--- config.mk ---
export PLATFORM = sky130hd
export DESIGN_NAME = snn_batch_runner_flat
export DESIGN_NICKNAME = d
export VERILOG_FILES = /design/src/rtl/snn_batch_runner_if.sv /design/src/rtl/snn_batch_runner.sv /design/src/flat_wrapper.sv
export SDC_FILE = /design/constraint.sdc
export NUM_CORES = 1
export LEC_CHECK = 0
export BUFFER_PORTS_ARGS = -buffer_cell sky130_fd_sc_hd__buf_4
export CAP_MARGIN = 30
export CORE_MARGIN = 2
export CORE_UTILIZATION = 40
export CTS_CLUSTER_DIAMETER = 120
export CTS_CLUSTER_SIZE = 20
export DETAILED_ROUTE_END_ITERATION = 6
export SETUP_SLACK_MARGIN = 0.2
export SLEW_MARGIN = 0
export SYNTH_ARGS = -nofsm -noshare
export SYNTH_HDL_FRONTEND = slang
export SYNTH_SLANG_ARGS = --single-unit
--- constraint.sdc ---
create_clock -name clk -period 6.2 [get_ports clk]
set_input_delay 0.62 -clock clk [delete_from_list [all_inputs] [get_ports clk]]
set_output_delay 0.62 -clock clk [all_outputs]
set_load 0.02 [all_outputs]
--- src/rtl/snn_batch_runner_if.sv ---
// Bundle of the batch-runner control, snn_core handshake and result/tally signals.
// master = the runner, slave = the environment (core stub, label table, host).
interface snn_batch_runner_if #(
   parameter int NUM_SAMPLES = 10,
   parameter int DIGIT_W     = 4
);
   localparam int SEL_W = (NUM_SAMPLES > 1) ? $clog2(NUM_SAMPLES) : 1;
   localparam int CNT_W = $clog2(NUM_SAMPLES + 1);

   logic               go;
   logic               abort;
   logic [SEL_W-1:0]   sample_sel;
   logic [DIGIT_W-1:0] exp_label;
   logic               core_start;
   logic               core_done;
   logic [DIGIT_W-1:0] core_digit;
   logic               core_clr;
   logic               busy;
   logic               batch_done;
   logic               result_valid;
   logic [SEL_W-1:0]   result_sample;
   logic [DIGIT_W-1:0] result_digit;
   logic               result_match;
   logic               result_timeout;
   logic [CNT_W-1:0]   pass_count;
   logic [CNT_W-1:0]   fail_count;
   logic [CNT_W-1:0]   timeout_count;

   modport master (
      input  go, abort, exp_label, core_done, core_digit,
      output sample_sel, core_start, core_clr, busy, batch_done,
             result_valid, result_sample, result_digit, result_match, result_timeout,
             pass_count, fail_count, timeout_count
   );

   modport slave (
      output go, abort, exp_label, core_done, core_digit,
      input  sample_sel, core_start, core_clr, busy, batch_done,
             result_valid, result_sample, result_digit, result_match, result_timeout,
             pass_count, fail_count, timeout_count
   );
endinterface

--- src/rtl/snn_batch_runner.sv ---
// Sequences snn_core over NUM_SAMPLES images with a per-sample watchdog and tallies results.
// Outputs are registered or decoded from state; result lands one cycle after done/timeout.
module snn_batch_runner #(
   parameter int NUM_SAMPLES    = 10,
   parameter int DIGIT_W        = 4,
   parameter int TIMEOUT_CYCLES = 60000,
   parameter int GAP_CYCLES     = 2,
   parameter int SEL_W          = (NUM_SAMPLES > 1) ? $clog2(NUM_SAMPLES) : 1,
   parameter int CNT_W          = $clog2(NUM_SAMPLES + 1)
) (
   input logic                clk,
   input logic                rst_n,
   snn_batch_runner_if.master bus
);
   localparam int TMR_W = $clog2(TIMEOUT_CYCLES);
   localparam int GAP_W = (GAP_CYCLES > 1) ? $clog2(GAP_CYCLES) : 1;

   // Timer starts at 0 in the first WAIT cycle; expiring at T-2 puts the
   // registered timeout result exactly TIMEOUT_CYCLES cycles after core_start.
   localparam logic [TMR_W-1:0] TMR_LAST = TMR_W'(TIMEOUT_CYCLES - 2);
   localparam logic [TMR_W-1:0] TMR_ONE  = TMR_W'(1);
   localparam logic [GAP_W-1:0] GAP_LAST = GAP_W'(GAP_CYCLES - 1);
   localparam logic [GAP_W-1:0] GAP_ONE  = GAP_W'(1);
   localparam logic [SEL_W-1:0] SEL_LAST = SEL_W'(NUM_SAMPLES - 1);
   localparam logic [SEL_W-1:0] SEL_ONE  = SEL_W'(1);
   localparam logic [CNT_W-1:0] CNT_ONE  = CNT_W'(1);

   typedef enum logic [2:0] {S_IDLE, S_START, S_WAIT, S_GAP, S_FINISH} state_t;

   state_t           state, state_nxt;
   logic             done_d;
   logic [TMR_W-1:0] timer;
   logic [GAP_W-1:0] gap_cnt;
   logic             done_ev, expire, gap_end, last_sample, abort_hit;

   assign done_ev     = bus.core_done & ~done_d;
   assign expire      = (timer == TMR_LAST);
   assign gap_end     = (gap_cnt == GAP_LAST);
   assign last_sample = (bus.sample_sel == SEL_LAST);
   assign abort_hit   = bus.abort && (state != S_IDLE);

   always_ff @(posedge clk or negedge rst_n) begin
      if (!rst_n) state <= S_IDLE;
      else        state <= state_nxt;
   end

   always_comb begin
      state_nxt      = state;
      bus.busy       = (state != S_IDLE);
      bus.core_start = (state == S_START);
      bus.batch_done = (state == S_FINISH);
      case (state)
         S_IDLE:   if (bus.go) state_nxt = S_START;
         S_START:  state_nxt = S_WAIT;
         S_WAIT:   if (done_ev || expire) state_nxt = S_GAP;
         S_GAP:    if (gap_end) state_nxt = last_sample ? S_FINISH : S_START;
         S_FINISH: state_nxt = S_IDLE;
         default:  state_nxt = S_IDLE;
      endcase
      if (abort_hit) state_nxt = S_IDLE;
   end

   always_ff @(posedge clk or negedge rst_n) begin
      if (!rst_n) begin
         done_d             <= 1'b0;
         timer              <= '0;
         gap_cnt            <= '0;
         bus.sample_sel     <= '0;
         bus.core_clr       <= 1'b0;
         bus.result_valid   <= 1'b0;
         bus.result_sample  <= '0;
         bus.result_digit   <= {DIGIT_W{1'b0}};
         bus.result_match   <= 1'b0;
         bus.result_timeout <= 1'b0;
         bus.pass_count     <= '0;
         bus.fail_count     <= '0;
         bus.timeout_count  <= '0;
      end else begin
         done_d           <= bus.core_done;
         bus.result_valid <= 1'b0;
         bus.core_clr     <= 1'b0;
         if (state != S_GAP) gap_cnt <= '0;

         // Abort outranks a same-cycle done or timeout: nothing is reported.
         if (abort_hit) begin
            if (state == S_START || state == S_WAIT) bus.core_clr <= 1'b1;
         end else begin
            case (state)
               S_IDLE: begin
                  if (bus.go) begin
                     bus.sample_sel    <= '0;
                     bus.pass_count    <= '0;
                     bus.fail_count    <= '0;
                     bus.timeout_count <= '0;
                  end
               end
               S_START: timer <= '0;
               S_WAIT: begin
                  if (done_ev) begin
                     bus.result_valid   <= 1'b1;
                     bus.result_sample  <= bus.sample_sel;
                     bus.result_digit   <= bus.core_digit;
                     bus.result_match   <= (bus.core_digit == bus.exp_label);
                     bus.result_timeout <= 1'b0;
                     if (bus.core_digit == bus.exp_label)
                        bus.pass_count <= bus.pass_count + CNT_ONE;
                     else
                        bus.fail_count <= bus.fail_count + CNT_ONE;
                  end else if (expire) begin
                     bus.result_valid   <= 1'b1;
                     bus.result_sample  <= bus.sample_sel;
                     bus.result_digit   <= {DIGIT_W{1'b0}};
                     bus.result_match   <= 1'b0;
                     bus.result_timeout <= 1'b1;
                     bus.timeout_count  <= bus.timeout_count + CNT_ONE;
                     bus.core_clr       <= 1'b1;
                  end else begin
                     timer <= timer + TMR_ONE;
                  end
               end
               S_GAP: begin
                  gap_cnt <= gap_cnt + GAP_ONE;
                  if (gap_end && !last_sample) bus.sample_sel <= bus.sample_sel + SEL_ONE;
               end
               default: ;
            endcase
         end
      end
   end
endmodule

--- src/flat_wrapper.sv ---
// flat-port wrapper written by rule: the top's interface ports become plain ports
module snn_batch_runner_flat 
#(
   parameter int NUM_SAMPLES    = 10,
   parameter int DIGIT_W        = 4,
   parameter int TIMEOUT_CYCLES = 60000,
   parameter int GAP_CYCLES     = 2,
   parameter int SEL_W          = (NUM_SAMPLES > 1) ? $clog2(NUM_SAMPLES) : 1,
   parameter int CNT_W          = $clog2(NUM_SAMPLES + 1)
)
  (clk, rst_n, bus_go, bus_abort, bus_exp_label, bus_core_done, bus_core_digit, bus_sample_sel, bus_core_start, bus_core_clr, bus_busy, bus_batch_done, bus_result_valid, bus_result_sample, bus_result_digit, bus_result_match, bus_result_timeout, bus_pass_count, bus_fail_count, bus_timeout_count);
  snn_batch_runner_if #(.NUM_SAMPLES(NUM_SAMPLES), .DIGIT_W(DIGIT_W)) bus_i ();
  input logic clk;
  input logic rst_n;
  input wire logic [$bits(bus_i.go)-1:0] bus_go;
  input wire logic [$bits(bus_i.abort)-1:0] bus_abort;
  input wire logic [$bits(bus_i.exp_label)-1:0] bus_exp_label;
  input wire logic [$bits(bus_i.core_done)-1:0] bus_core_done;
  input wire logic [$bits(bus_i.core_digit)-1:0] bus_core_digit;
  output wire logic [$bits(bus_i.sample_sel)-1:0] bus_sample_sel;
  output wire logic [$bits(bus_i.core_start)-1:0] bus_core_start;
  output wire logic [$bits(bus_i.core_clr)-1:0] bus_core_clr;
  output wire logic [$bits(bus_i.busy)-1:0] bus_busy;
  output wire logic [$bits(bus_i.batch_done)-1:0] bus_batch_done;
  output wire logic [$bits(bus_i.result_valid)-1:0] bus_result_valid;
  output wire logic [$bits(bus_i.result_sample)-1:0] bus_result_sample;
  output wire logic [$bits(bus_i.result_digit)-1:0] bus_result_digit;
  output wire logic [$bits(bus_i.result_match)-1:0] bus_result_match;
  output wire logic [$bits(bus_i.result_timeout)-1:0] bus_result_timeout;
  output wire logic [$bits(bus_i.pass_count)-1:0] bus_pass_count;
  output wire logic [$bits(bus_i.fail_count)-1:0] bus_fail_count;
  output wire logic [$bits(bus_i.timeout_count)-1:0] bus_timeout_count;
  assign bus_i.go = bus_go;
  assign bus_i.abort = bus_abort;
  assign bus_i.exp_label = bus_exp_label;
  assign bus_i.core_done = bus_core_done;
  assign bus_i.core_digit = bus_core_digit;
  assign bus_sample_sel = bus_i.sample_sel;
  assign bus_core_start = bus_i.core_start;
  assign bus_core_clr = bus_i.core_clr;
  assign bus_busy = bus_i.busy;
  assign bus_batch_done = bus_i.batch_done;
  assign bus_result_valid = bus_i.result_valid;
  assign bus_result_sample = bus_i.result_sample;
  assign bus_result_digit = bus_i.result_digit;
  assign bus_result_match = bus_i.result_match;
  assign bus_result_timeout = bus_i.result_timeout;
  assign bus_pass_count = bus_i.pass_count;
  assign bus_fail_count = bus_i.fail_count;
  assign bus_timeout_count = bus_i.timeout_count;
  snn_batch_runner #(.NUM_SAMPLES(NUM_SAMPLES), .DIGIT_W(DIGIT_W), .TIMEOUT_CYCLES(TIMEOUT_CYCLES), .GAP_CYCLES(GAP_CYCLES), .SEL_W(SEL_W), .CNT_W(CNT_W)) u_core (.clk(clk), .rst_n(rst_n), .bus(bus_i));
endmodule
==> reports/summary.txt <==
Status -> completed
Ports -> 44
Pin count of the biggest net entering global routing -> 50
Critical Path Fanout Max -> 16
Slew HR -> 0.420
PostCTS Resize Cnt -> 0
Clock Sinks -> 49
First-pass GRT wire length -> 9480 um
Clk buf depth -> 2
Total power divided by cell area -> 281 nW/um^2
GRT Util Overall -> 0.166
Die area -> 7100 sq um
Setup TNS -> 0 ps
DR vias/cell -> 5.54
Site Rows -> 29
DIE HEIGHT -> 84.3 um
Total gr overflow -> 0
Synth Cell Area -> 2580 sq um
CTS Buf Count -> 5
Top post-synthesis cells by area -> dfrtp_1 (48%), o21ai_0 (5.6%), nand2_1 (3.9%)
Number of max-slew violations in the final report -> 0
Max-cap viol count -> 0
Routability congestion estimate -> 0.774
Final worst path period need -> 2510 ps
Synth area leader -> dfrtp_1
Final ANT Viol Nets -> 0
Placement Setup Slack -> 3770 ps
Crit end category -> flop
Max Clk Rate -> 398 MHz
Final HPWL DP -> 4120 um
Clock skew -> 5.63 ps
Die width -> 84.3 um
Core area -> 6280 sq um
Worst hold slack -> 323 ps
# H-tree levels -> 2
Worst-Skew Late Latency -> 300 ps
Routed len/inst -> 14.9 um
Slew @ Worst Pin -> 862 ps
Vias in the first global route -> 1,920
Type of the worst setup path -> reg2reg
Routed vias -> 2,115
Cts hold-fix bufs -> 0
Critical Path Source Type -> flop
Final setup fails -> 0
Tcrit/Tclk final -> 0.405
Final Hold Vio Count -> 0
Post-synth top area share -> 0.475
Initial DRC Count -> 95
Share of synthesized registers carrying an async set or reset -> 1.00
Maximum VDD drop -> 0.145 mV
Synth warn -> 0
Final nets -> 324
Seq/Total Area, Yosys -> 0.475
Syn_nets -> 284
Most used DFF post-synth -> dfrtp_1
WL final -> 5710 um
Yosys cell types -> 48
Initial antenna violation count -> 0
Setup Fix Bufs, Post-CTS -> 0
Ant diodes -> 0
Syn avg cell area -> 9.77 sq um
P_leak -> 0.00141 uW
Synthesized flop and latch total -> 49
Initial cell density of the core -> 0.411
CTS tree -> yes
Post-route core utilization -> 0.482
CP required -> 6370 ps
CTS root buf -> clkbuf_8
Worst setup margin -> 3690 ps
Post-synth EDFFs -> 0
Share of post-route cells with drive strength above 1 -> 0.193
Hold WC Path Type -> in2async
Worst-path clk slew -> 90 ps
Pre-antenna DRT Iters -> 5
# port buffers -> 43
Area Growth Syn to Fin -> 17.4%
RSZ-0062 raised after global routing -> false
Crit path DAT -> 2680 ps
DRC Markers -> 0
Syn Inst Count -> 264
## synthesized netlist by cell type, types with 5 or more instances
master and number:
nor3_1 5, nor2_1 15, nand2b_1 10, o21ai_0 29, dfrtp_1 49, a21oi_1 8, clkbuf_1 5, and2_1 5
nand2_1 27, a22o_1 5, xor2_1 10, nand4_1 9, ha_1 7, nand3_1 16
## worst max-delay path: stages (launching register included)
cell and delay, ps:
dfrtp_1 540, or3b_1 670, nor3_4 460, nand3_1 310, o41ai_1 390
## flip-flops by register name (all words and copies together), names as in the netlist
name and count:
u_core.gap_cnt 1, u_core.bus.result_match 1, u_core.state 3, u_core.bus.core_clr 1, u_core.timer 16, u_core.bus.pass_count 4
u_core.bus.timeout_count 4, u_core.bus.result_sample 4, u_core.done_d 1, u_core.bus.result_digit 4, u_core.bus.result_timeout 1, u_core.bus.result_valid 1
u_core.bus.sample_sel 4, u_core.bus.fail_count 4
## power breakdown
group	switching (uW)	internal (uW)	total [uW]
combinational	164	97.8	261
sequential	40.8	357	397
clock	111	79.7	190
total	315	534	849
## cells by family after synthesis
kind of cell | Yosys count | share of synthesized area
xor gates and xnor gates | 10 | 0.0340
DFF | 49 | 0.475
adders and majority gates | 7 | 0.0340
buffers and inverters | 14 | 0.0286
muxes | 6 | 0.0267
and+or+nand+nor | 115 | 0.244
AOI/OAI and AO/OA | 63 | 0.157
## per-stage QoR
step	total power, uW	instances	area [sq um]
after floorplan	571	264	2580
after global placement	663	374	2940
after detailed placement	668	374	2940
after CTS	859	382	3030
after global routing	903	382	3030
final	849	382	3030
## cell usage in the layout, fill, tap and decap left out, types with 7 or more instances in the layout
cell type and instances:
nand3_1 16, nand2b_1 10, nor2_1 15, a21oi_1 8
o21ai_0 29, ha_1 7, buf_4 43, xor2_1 10
nand2_1 27, dfrtp_1 49, nand4_1 9
## metal layers
metal | GRT usage | share of wire
met4 | 0.0528 | 0.013
met1 | 0.235 | 0.50
met3 | 0.0354 | 0.040
met2 | 0.256 | 0.45
met5 | 0 | 0
## cell type report
type	count	area (sq um)
Sequential cell	49	1230
Multi-Input combinational cell	201	1280
Clock inverter	2	15.0
Clock buffer	6	72.6
Fill cell	614	3250
Timing Repair Buffer	43	323
Inverter	4	15.0
Tap cell	77	96.3
## path summary, 6_finish.rpt
kind,from,endpoint,slack [ps],depth (start not counted)
max in group asynchronous,rst_n,u_core.bus.result_digit[0],5440,1
worst min register to register,u_core.bus.result_match,u_core.bus.result_match,480,2
worst max register to register,u_core.state[2],u_core.timer[5],3690,4
worst max-delay path,u_core.state[2],u_core.timer[5],3690,4
min in group clk,bus_core_done,u_core.done_d,430,1
worst min-delay path,rst_n,u_core.bus.fail_count[2],320,1
Power figures use the tool's default switching activity.
